### src/rtl/wr_ht_budget.sv
// wr_ht_budget: HT table registers, free search and write-burst budget.
// Optional: WR_HT_BUDGET_PIPE_EN registers accum_burst_len_o.
module wr_ht_budget #(
  parameter int unsigned HtCapacity   = 8,
  parameter int unsigned MaxWrTxns    = 8,
  parameter int unsigned IdWidth      = 4,
  parameter int unsigned PrescalerDiv = 1,
  parameter int unsigned AccuCntWidth = 10,
  localparam int unsigned LdIdxWidth =
    (MaxWrTxns > 1) ? $clog2(MaxWrTxns) : 1,
  localparam int unsigned HtIdxWidth =
    (HtCapacity > 1) ? $clog2(HtCapacity) : 1,
  localparam int unsigned HtW =
    IdWidth + 2 * LdIdxWidth + 1
) (
  input  logic                       clk_i,
  input  logic                       rst_ni,
  input  logic [HtCapacity*HtW-1:0]  ht_d_i,
  output logic [HtCapacity*HtW-1:0]  ht_q_o,
  output logic [HtCapacity-1:0]      ht_free_o,
  output logic [HtIdxWidth-1:0]      ht_free_idx_o,
  output logic                       ht_full_o,
  input  logic [MaxWrTxns-1:0]       ld_free_i,
  input  logic [MaxWrTxns*8-1:0]     ld_len_i,
  output logic [AccuCntWidth-1:0]    accum_burst_len_o
);

  localparam int unsigned SumW =
    9 + $clog2(MaxWrTxns) + 1;
  localparam int unsigned PsShift =
    $clog2(PrescalerDiv);
  localparam logic [HtW-1:0] HtRst =
    HtW'(1);

`ifndef SYNTHESIS
  if (PrescalerDiv == 0 ||
      (PrescalerDiv & (PrescalerDiv - 1)) != 0)
  begin : g_chk_ps
    $fatal(1, "PrescalerDiv must be a power of two");
  end
  if (HtCapacity < 1 || MaxWrTxns < 1)
  begin : g_chk_cap
    $fatal(1, "HtCapacity and MaxWrTxns must be >= 1");
  end
`endif

  logic [HtCapacity*HtW-1:0] ht_q;
  logic [HtCapacity-1:0]     ht_free;
  logic [HtIdxWidth-1:0]     free_idx;

  // manager always drives the full next state
  always_ff @(posedge clk_i or negedge rst_ni) begin
    if (!rst_ni) begin
      ht_q <= {HtCapacity{HtRst}};
    end else begin
      ht_q <= ht_d_i;
    end
  end

  assign ht_q_o = ht_q;

  for (genvar i = 0; i < HtCapacity; i++)
  begin : g_free
    assign ht_free[i] = ht_q[i*HtW];
  end

  // descending scan so the lowest free index wins
  always_comb begin
    free_idx = '0;
    for (int i = int'(HtCapacity) - 1;
         i >= 0; i--) begin
      if (ht_free[i]) begin
        free_idx = HtIdxWidth'(i);
      end
    end
  end

  assign ht_free_o     = ht_free;
  assign ht_free_idx_o = free_idx;
  assign ht_full_o     = ~|ht_free;

  logic [SumW-1:0]         sum;
  logic [SumW-1:0]         prescaled;
  logic [AccuCntWidth-1:0] accum_d;

  always_comb begin
    sum = '0;
    for (int j = 0; j < int'(MaxWrTxns); j++) begin
      if (!ld_free_i[j]) begin
        sum = sum
            + SumW'(ld_len_i[j*8 +: 8])
            + SumW'(1);
      end
    end
  end

  assign prescaled = sum >> PsShift;

  if (SumW > AccuCntWidth) begin : g_sat
    assign accum_d =
      (|prescaled[SumW-1:AccuCntWidth])
        ? '1
        : prescaled[AccuCntWidth-1:0];
  end else begin : g_nosat
    assign accum_d = AccuCntWidth'(prescaled);
  end

`ifdef WR_HT_BUDGET_PIPE_EN
  logic [AccuCntWidth-1:0] accum_q;

  always_ff @(posedge clk_i or negedge rst_ni) begin
    if (!rst_ni) begin
      accum_q <= '0;
    end else begin
      accum_q <= accum_d;
    end
  end

  assign accum_burst_len_o = accum_q;
`else
  assign accum_burst_len_o = accum_d;
`endif

endmodule

### config.mk
export PLATFORM = sky130hd
export DESIGN_NAME = wr_ht_budget
export DESIGN_NICKNAME = d
export VERILOG_FILES = /design/src/rtl/wr_ht_budget.sv
export SDC_FILE = /design/constraint.sdc
export NUM_CORES = 1
export LEC_CHECK = 0
export CAP_MARGIN = 20
export CORE_MARGIN = 4
export CORE_UTILIZATION = 40
export CTS_CLUSTER_SIZE = 16
export DETAILED_ROUTE_END_ITERATION = 7
export PLACE_DENSITY = 0.76
export SETUP_SLACK_MARGIN = 0.15
export SYNTH_ARGS = -nofsm -noshare
export SYNTH_HDL_FRONTEND = slang
export SYNTH_SLANG_ARGS = --single-unit
### constraint.sdc
create_clock -name clk_i -period 23.4 [get_ports clk_i]
set_clock_uncertainty 0.15 [all_clocks]
set_input_delay 5.85 -clock clk_i [delete_from_list [all_inputs] [get_ports clk_i]]
set_output_delay 5.85 -clock clk_i [all_outputs]
set_load 0.05 [all_outputs]
After elaboration in Yosys (flattened, before gate mapping)
Index checks and enable logic that the tools add are counted.
W data, S select, Z words.

cells by class
  multiplexer cells = 17
  bitwise gates (word level) = 0
  $lt $le $gt $ge = 0
  equality and inequality tests = 0
  multiply operators = 0
  reductions and logical operators = 3
  $add $sub $neg = 15
  shift operators = 0
  div/mod/pow operators = 0

operator list
  operator                 count
  $mux W13                 8
  $add A13 B1 Y13 const B  7
  $add A13 B8 Y13          7
  $mux W3                  8
  $mux W10                 1
  $add A8 B1 Y9 const B    1
  $reduce_or A8 Y1         1
  $reduce_or A3 Y1         1
  $logic_not A1 Y1         1

storage, ports and cells
  output and inout port bits = 110
  flip-flop bits (word level) = 88
  memories = 0
  memory bits (writable) = 0
  ROM bits = 0
  bits in latches = 0
  input port bits = 162

Depth between registers and ports, before layout
Gate-level depths: netlist (run 1).

  word-level depth = 25
  mapped depth = 47
  depth with buffers taken out = 47

Worst setup path before layout (run 1)
No wires, ideal clock.

  kind = input to output
  start point = in ld_free_i[0]
  end point = out accum_burst_len_o[1]
  data arrival time = 13.424 ns
  path slack = 3.976 ns
  cell stages on the path = 42
  path through = buf_2 > or2_1 > ha_1 > inv_1 > fa_1 > mux2i_1 > inv_1 > ha_1 > nor2b_1 > o21a_1 > nor2_1 > xnor2_1 > mux2_2 > ha_1 > xnor2_1 > mux2_2 > ha_1 > o21ai_1 > [6 not listed] > o21ai_0 > nor2_1 > o41ai_1 > nand2b_1 > xnor2_1 > nor2_1 > a21o_1 > ha_1 > nor3_1 > nor2_1 > mux2_2 > ha_1 > inv_1 > a21oi_1 > o21ai_2 > nor4b_4 > a211oi_1 > nand2_1

on the way
  longest elaborated chain between the ends = 24

RTL lines
  element           line  source
  from (decl)       23    input logic [MaxWrTxns-1:0] ld_free_i,
  $mux W13 *        89    if (!ld_free_i[j]) begin
  $add A13 B8 Y13   91    + SumW'(ld_len_i[j*8 +: 8])
  $add A13 B1 Y13   92    + SumW'(1);
  $mux W13 *        89
  $add A13 B8 Y13   91
  $add A13 B1 Y13   92
  $mux W13 *        89
  $add A13 B8 Y13   91
  [8 not listed]    -
  $add A13 B8 Y13   91
  $add A13 B1 Y13   92
  $mux W13 *        89
  $add A13 B8 Y13   91
  $add A13 B1 Y13   92
  $mux W13 *        89
  $reduce_or A3 Y1  101   (|prescaled[SumW-1:AccuCntWidth])
  $mux W10 *        102   ? '1
  to (decl)         25    output logic [AccuCntWidth-1:0] accum_burst_len_o

Mark *: on every way between the ends. The rest lies on a longest branch, timed or not.

Worst setup path after layout (run 1)
  start point = in ld_free_i[0]
  end point = out accum_burst_len_o[7]

The elaborated chain is that of the path after synthesis.

==> flow_metrics.tcl, run 1 <==
set metrics [dict create \
    total_power_mw 0.861 \
    yosys.area_share.simple 0.139 \
    synth.distinct_cells 68 \
    finalHoldViolations 0 \
    sw_frac_of_total 0.450 \
    path_max_fanout 11 \
    num_vias 5186 \
    synth_top_area_frac 0.339 \
    finalCritPeriodShare 0.912 \
    critPathArrivalTime_ps 15350 \
    ctsHoldBuffers 0 \
    grt_pass1_vias 5218 \
    muxShareOfSynthArea 0.0554 \
    p_sw_mw 0.387 \
    fp.coreArea_um2 14500 \
    avgViaCountPerCell 4.92 \
    pin_count 272 \
    crit_path_max_incr_delay_ps 800 \
    synth_xor_area_frac 0.0668 \
    cts_made_buffers 9 \
    routedWlPerCell_um 16.3 \
    antenna_found_initial 0 \
    tightest_slew_ps 798 \
    clock_power_share 0.153 \
    final_cell_area_um2 9020 \
    period_needed_ps 21350 \
    cp.required_ps 17400 \
    yosysWarnings 0 \
    total_leakage_power_nw 3.94 \
    place_congestion 0.827 \
    drt_wl_total_um 17200 \
    drt-initial-drc-count 178 \
    synthCells 601 \
    fin_setup_tns_ps 0 \
    cts.clk_slew.worst_paths_ps 70 \
    ant_nets 0 \
    crit_top_cell "ha_1" \
    cap_violations 0 \
    cts_setup_buffers 0 \
    syn_area_per_cell_um2 9.81 \
    nFillCells 1247 \
    cts-root-buf "clkbuf_16" \
    die_w_um 129 \
    nets 1093 \
    htree_num_levels 3 \
    synth.net_count 827 \
    intPower_mw 0.473 \
    dieArea_um2 16800 \
    synth.area.top_cells "dfrtp_1 34%, ha_1 12%, nor2_1 4.3%" \
    initial_core_util 0.407 \
    grt_max_degree 66 \
    pwr_density_cell_nw_per_um2 95.4 \
    grt_usage 0.207 \
    place_hpwl_um 14900 \
    dominantRegCellSynth "dfrtp_1" \
    pwr-share-comb 0.657 \
    portBuffers 271 \
    drc_errors 0 \
    setup_violations 0 \
    cts_tree "built" \
    rsz0062_at_grt "no" \
    dpl_cell_area_um2 8750 \
    holdWs_ps 5240 \
    max_slew_margin 0.468 \
    critPathKind "in2out" \
    cts-resized-gates 0 \
    clockBufferDepth 2 \
    grt-ovfl-total 0 \
    status "finished clean" \
    largest_reg_flops 88 \
    yosysSeqAreaShare 0.375 \
    clock_sinks 88 \
    synth_edf_count 0 \
    async_reset_ff_frac 1.00 \
    num_antenna_cells 0 \
    max_freq_mhz 46.8 \
    end_kind "output port" \
    synth_compound_area_frac 0.175 \
    drive_gt1_frac 0.0677 \
    hp-class "in2async" \
    die_y_um 129 \
    area_growth_pct 53.0 \
    ir_drop_mv 0.0988 \
    slew_viol_final 0 \
    slowest_stage "clkdlybuf4s50_1" \
    utilization 0.623 \
    ys_ff_latch 88 \
    synth-adder-area-share 0.148 \
    critPathLaunchType "input port" \
    rows 44 \
    syn_area_um2 5900 \
    grt_pass1_wl_um 26700 \
    power_frac_seq 0.190 \
    synth_top_family_by_area "compound AO/OA/AOI/OAI gates" \
    yosysTopAreaCell "dfrtp_1" \
    drt_first_pass_iters 4 \
]
==> area by class of cell <==
class | count | area, um2 | area share
Multi-Input combinational cell | 458 | 3450 | 0.382
Timing Repair Buffer | 272 | 2720 | 0.301
Sequential cell | 88 | 2210 | 0.245
Tap cell | 184 | 230 | 0.0255
Clock buffer | 9 | 225 | 0.0250
Inverter | 38 | 143 | 0.0158
Clock inverter | 6 | 51.3 | 0.00568
==> power by group through the flow <==
| stage | logic, mW | registers (mW) | clock network (mW) |
|---|---|---|---|
| after global placement | 0.562 | 0.166 | 0 |
| after CTS | 0.569 | 0.164 | 0.135 |
| after floorplan | 0.394 | 0.194 | 0 |
| after detailed placement | 0.567 | 0.166 | 0 |
| final | 0.565 | 0.164 | 0.132 |
| after global routing | 0.626 | 0.164 | 0.144 |
==> path summary, 6_finish.rpt <==
kind                         startpoint                   end  cells past startpoint
max in group asynchronous        rst_ni  ht_q_o[62]$_DFF_PN0_                      2
max                        ld_free_i[0]  accum_burst_len_o[7]                     47
min in group clk_i           ht_d_i[44]  ht_q_o[44]$_DFF_PN1_                      1
min                              rst_ni  ht_q_o[50]$_DFF_PN0_                      1
==> per-stage QoR <==
stage / cells / setup WS (ps)
2_1_floorplan: 601 / 3980
3_3_place_gp: 1040 / 2200
3_5_place_dp: 1040 / 2100
4_1_cts: 1055 / 2060
5_1_grt: 1055 / 1170
6_report: 1055 / 2050
==> Yosys cell counts, types with 11 or more instances <==
cell type,instances
nor2b_1,18
mux2_2,21
xnor2_1,25
nand2_1,37
dfrtp_1,80
inv_1,37
nor3_1,13
a21o_1,13
o21ai_0,30
xor2_1,11
o21a_1,13
nor2_1,68
a21oi_1,26
a211oi_1,11
ha_1,57
==> placed cells by master (no fill, tap or decap), types with 10 or more instances in the layout <==
cell and n:
clkdlybuf4s50_1 270, dfrtp_1 80, nor2_1 68, ha_1 57
inv_1 37, nand2_1 37, o21ai_0 30, a21oi_1 26
xnor2_1 25, mux2_2 21, nor2b_1 18, nor3_1 13
o21a_1 13, a21o_1 13, a211oi_1 11, xor2_1 11
nand2b_1 10
==> logic make-up (layout without fill, tap and decap cells) <==
kind of cell    count (synthesis)  in the layout
mux                            30             30
xor+xnor                       40             40
fa+ha+maj                      66             66
buf+inv                        55            325
compound gates                150            150
simple gates                  172            172
flops                          88             88
==> per-layer routing <==
| metal | track usage | wire length [um] | share of wire |
|---|---|---|---|
| met4 | 0.0446 | 306 | 0.018 |
| met2 | 0.364 | 8500 | 0.49 |
| met5 | 0 | 0 | 0 |
| met1 | 0.249 | 7220 | 0.42 |
| met3 | 0.0655 | 1200 | 0.070 |
==> critical path: cells and delay by family <==
| family | cells | cell delay (ps) |
|---|---|---|
| adder cells (fa/ha/maj) | 8 | 2530 |
| AND/OR/NAND/NOR | 9 | 1030 |
| buffers and inverters | 5 | 1670 |
| AO/OA/AOI/OAI | 22 | 3690 |
| XOR/XNOR | 2 | 290 |
| multiplexers | 1 | 270 |
(Power assumes the default switching activity.)
==> inputs of run 2 (changes only) <==
--- a/config.mk
+++ b/config.mk
@@ -6,11 +6,13 @@
 export NUM_CORES = 1
 export LEC_CHECK = 0
 export CAP_MARGIN = 20
+export CELL_PAD_IN_SITES_DETAIL_PLACEMENT = 0
+export CELL_PAD_IN_SITES_GLOBAL_PLACEMENT = 1
 export CORE_MARGIN = 4
-export CORE_UTILIZATION = 40
+export CORE_UTILIZATION = 33
 export CTS_CLUSTER_SIZE = 16
 export DETAILED_ROUTE_END_ITERATION = 7
-export PLACE_DENSITY = 0.76
+export PLACE_DENSITY = 0.85
 export SETUP_SLACK_MARGIN = 0.15
 export SYNTH_ARGS = -nofsm -noshare
 export SYNTH_HDL_FRONTEND = slang
==> flow_metrics.tcl, run 2 (synthesized netlist as in run 1, its figures left out) <==
set metrics [dict create \
    slew_viol_final 0 \
    largest_reg_flops 88 \
    sw_frac_of_total 0.455 \
    drt_wl_total_um 18300 \
    grt_pass1_vias 5337 \
    critPathLaunchType "input port" \
    place_congestion 0.850 \
    layout_commonest_cell "clkdlybuf4s50_1" \
    cts-root-buf "clkbuf_16" \
    slowest_stage "clkdlybuf4s50_1" \
    rsz0062_at_grt "no" \
    portBuffers 271 \
    routedWlPerCell_um 16.7 \
    rows 48 \
    avgViaCountPerCell 4.70 \
    final_cell_area_um2 9120 \
    p_sw_mw 0.398 \
    hp-class "in2async" \
    clock_sinks 88 \
    nets 1093 \
    layout_common_cells "270 x clkdlybuf4s50_1, 80 x dfrtp_1, 68 x nor2_1" \
    layout.cells.non_filler 1098 \
    finalCritPeriodShare 0.913 \
    area_growth_pct 54.7 \
    drt_first_pass_iters 4 \
    holdWs_ps 5290 \
    ant_nets 0 \
    cp-startpoint "ld_free_i[0]" \
    clock_power_share 0.162 \
    dpl_cell_area_um2 8790 \
    power_frac_seq 0.187 \
    finalHoldViolations 0 \
    end_kind "output port" \
    fin_setup_tns_ps 0 \
    initial_core_util 0.339 \
    die_y_um 142 \
    crit_end "accum_burst_len_o[1]" \
    pin_count 272 \
    die_w_um 142 \
    cp.required_ps 17400 \
    cts_tree "built" \
    path_max_fanout 11 \
    htree_num_levels 3 \
    drt-initial-drc-count 202 \
    total_leakage_power_nw 3.96 \
    drc_errors 0 \
    ir_drop_mv 0.0794 \
    period_needed_ps 21370 \
    cts_made_buffers 9 \
    tightest_slew_ps 676 \
    grt_usage 0.182 \
    critPathKind "in2out" \
    cap_violations 0 \
    pwr-share-comb 0.651 \
    crit_path_max_incr_delay_ps 800 \
    place_hpwl_um 15700 \
    clockBufferDepth 2 \
    crit_top_cell "fa_1" \
    cts-resized-gates 0 \
    grt_max_degree 89 \
    max_slew_margin 0.548 \
    max_freq_mhz 46.8 \
    dieArea_um2 20100 \
    setup_violations 0 \
    setup_ws_ps 2030 \
    antenna_found_initial 2 \
    cts_setup_buffers 0 \
    fp.coreArea_um2 17400 \
    dp.cells 1080 \
    pwr_density_cell_nw_per_um2 95.8 \
    cts.clk_slew.worst_paths_ps 70 \
    ctsHoldBuffers 0 \
    intPower_mw 0.476 \
    status "finished clean" \
    num_vias 5164 \
    grt-ovfl-total 0 \
    grt_pass1_wl_um 28600 \
    dp_slack_ps 1980 \
    drive_gt1_frac 0.0688 \
    critPathArrivalTime_ps 15370 \
]
==> run 2: cell types whose count changed in the layout (fill, tap and decap cells not counted) <==
cell / delta
inv_6: -4
inv_8: +3
buf_16: +1
buf_4: -1
clkinv_4: +1
clkinv_8: +1
diode_2: +1
==> run 2: power by group through the flow <==
stage / registers [mW] / clock network [mW] / logic, mW
after floorplan: 0.194 / 0 / 0.394
after global placement: 0.166 / 0 / 0.568
after detailed placement: 0.166 / 0 / 0.571
after CTS: 0.164 / 0.146 / 0.573
after global routing: 0.164 / 0.155 / 0.629
final: 0.164 / 0.142 / 0.569
==> run 2: routing by layer <==
metal  wire [um]  up-vias  global-route usage
met3        1260       22              0.0586
met4         314        2              0.0444
li1            -     2653                   -
met5          13        -                   0
met1        7760     2349               0.221
met2        8950      138               0.313
==> run 2: layout make-up <==
cell class,instances,area [um2]
Clock inverter,7,75.1
Clock buffer,9,225
Sequential cell,88,2210
Tap cell,225,282
Timing Repair Buffer,272,2740
Fill cell,1571,8290
Antenna cell,1,2.50
Inverter,38,143
Multi-Input combinational cell,458,3450
==> run 2: worst min path at each step <==
| stage | depth (start not counted) | slack (ps) | to |
|---|---|---|---|
| after floorplan | 0 | 5400 | ht_q_o[10]$_DFF_PN0_ |
| after global placement | 1 | 5960 | ht_q_o[69]$_DFF_PN0_ |
| after detailed placement | 1 | 5970 | ht_q_o[69]$_DFF_PN0_ |
| after CTS | 1 | 5600 | ht_q_o[19]$_DFF_PN0_ |
| after global routing | 1 | 5300 | ht_q_o[49]$_DFF_PN0_ |
| final | 1 | 5290 | ht_q_o[19]$_DFF_PN0_ |
==> run 2: critical path: cells and delay by family <==
family | cells | cell delay (ps)
AND/OR/NAND/NOR | 7 | 1300
AO/OA/AOI/OAI | 10 | 1990
buffers and inverters | 6 | 1750
XOR/XNOR | 1 | 150
adder cells (fa/ha/maj) | 8 | 3150
multiplexers | 4 | 1170
==> run 2: metrics by stage <==
stage          utilization  total power [mW]
3_3_place_gp         0.505             0.734
6_report             0.524             0.874
5_1_grt              0.524             0.948
2_1_floorplan            -             0.588
4_1_cts              0.522             0.883
3_5_place_dp         0.505             0.737
==> inputs of run 3 (changes only) <==
--- a/config.mk
+++ b/config.mk
@@ -10,10 +10,10 @@
 export CELL_PAD_IN_SITES_GLOBAL_PLACEMENT = 1
 export CORE_MARGIN = 4
 export CORE_UTILIZATION = 33
-export CTS_CLUSTER_SIZE = 16
+export CTS_CLUSTER_SIZE = 40
 export DETAILED_ROUTE_END_ITERATION = 7
 export PLACE_DENSITY = 0.85
-export SETUP_SLACK_MARGIN = 0.15
+export SETUP_SLACK_MARGIN = 0.2
 export SYNTH_ARGS = -nofsm -noshare
 export SYNTH_HDL_FRONTEND = slang
 export SYNTH_SLANG_ARGS = --single-unit
==> results of run 3 <==
No change in the layout: final DEF, timing and power equal those of run 2.
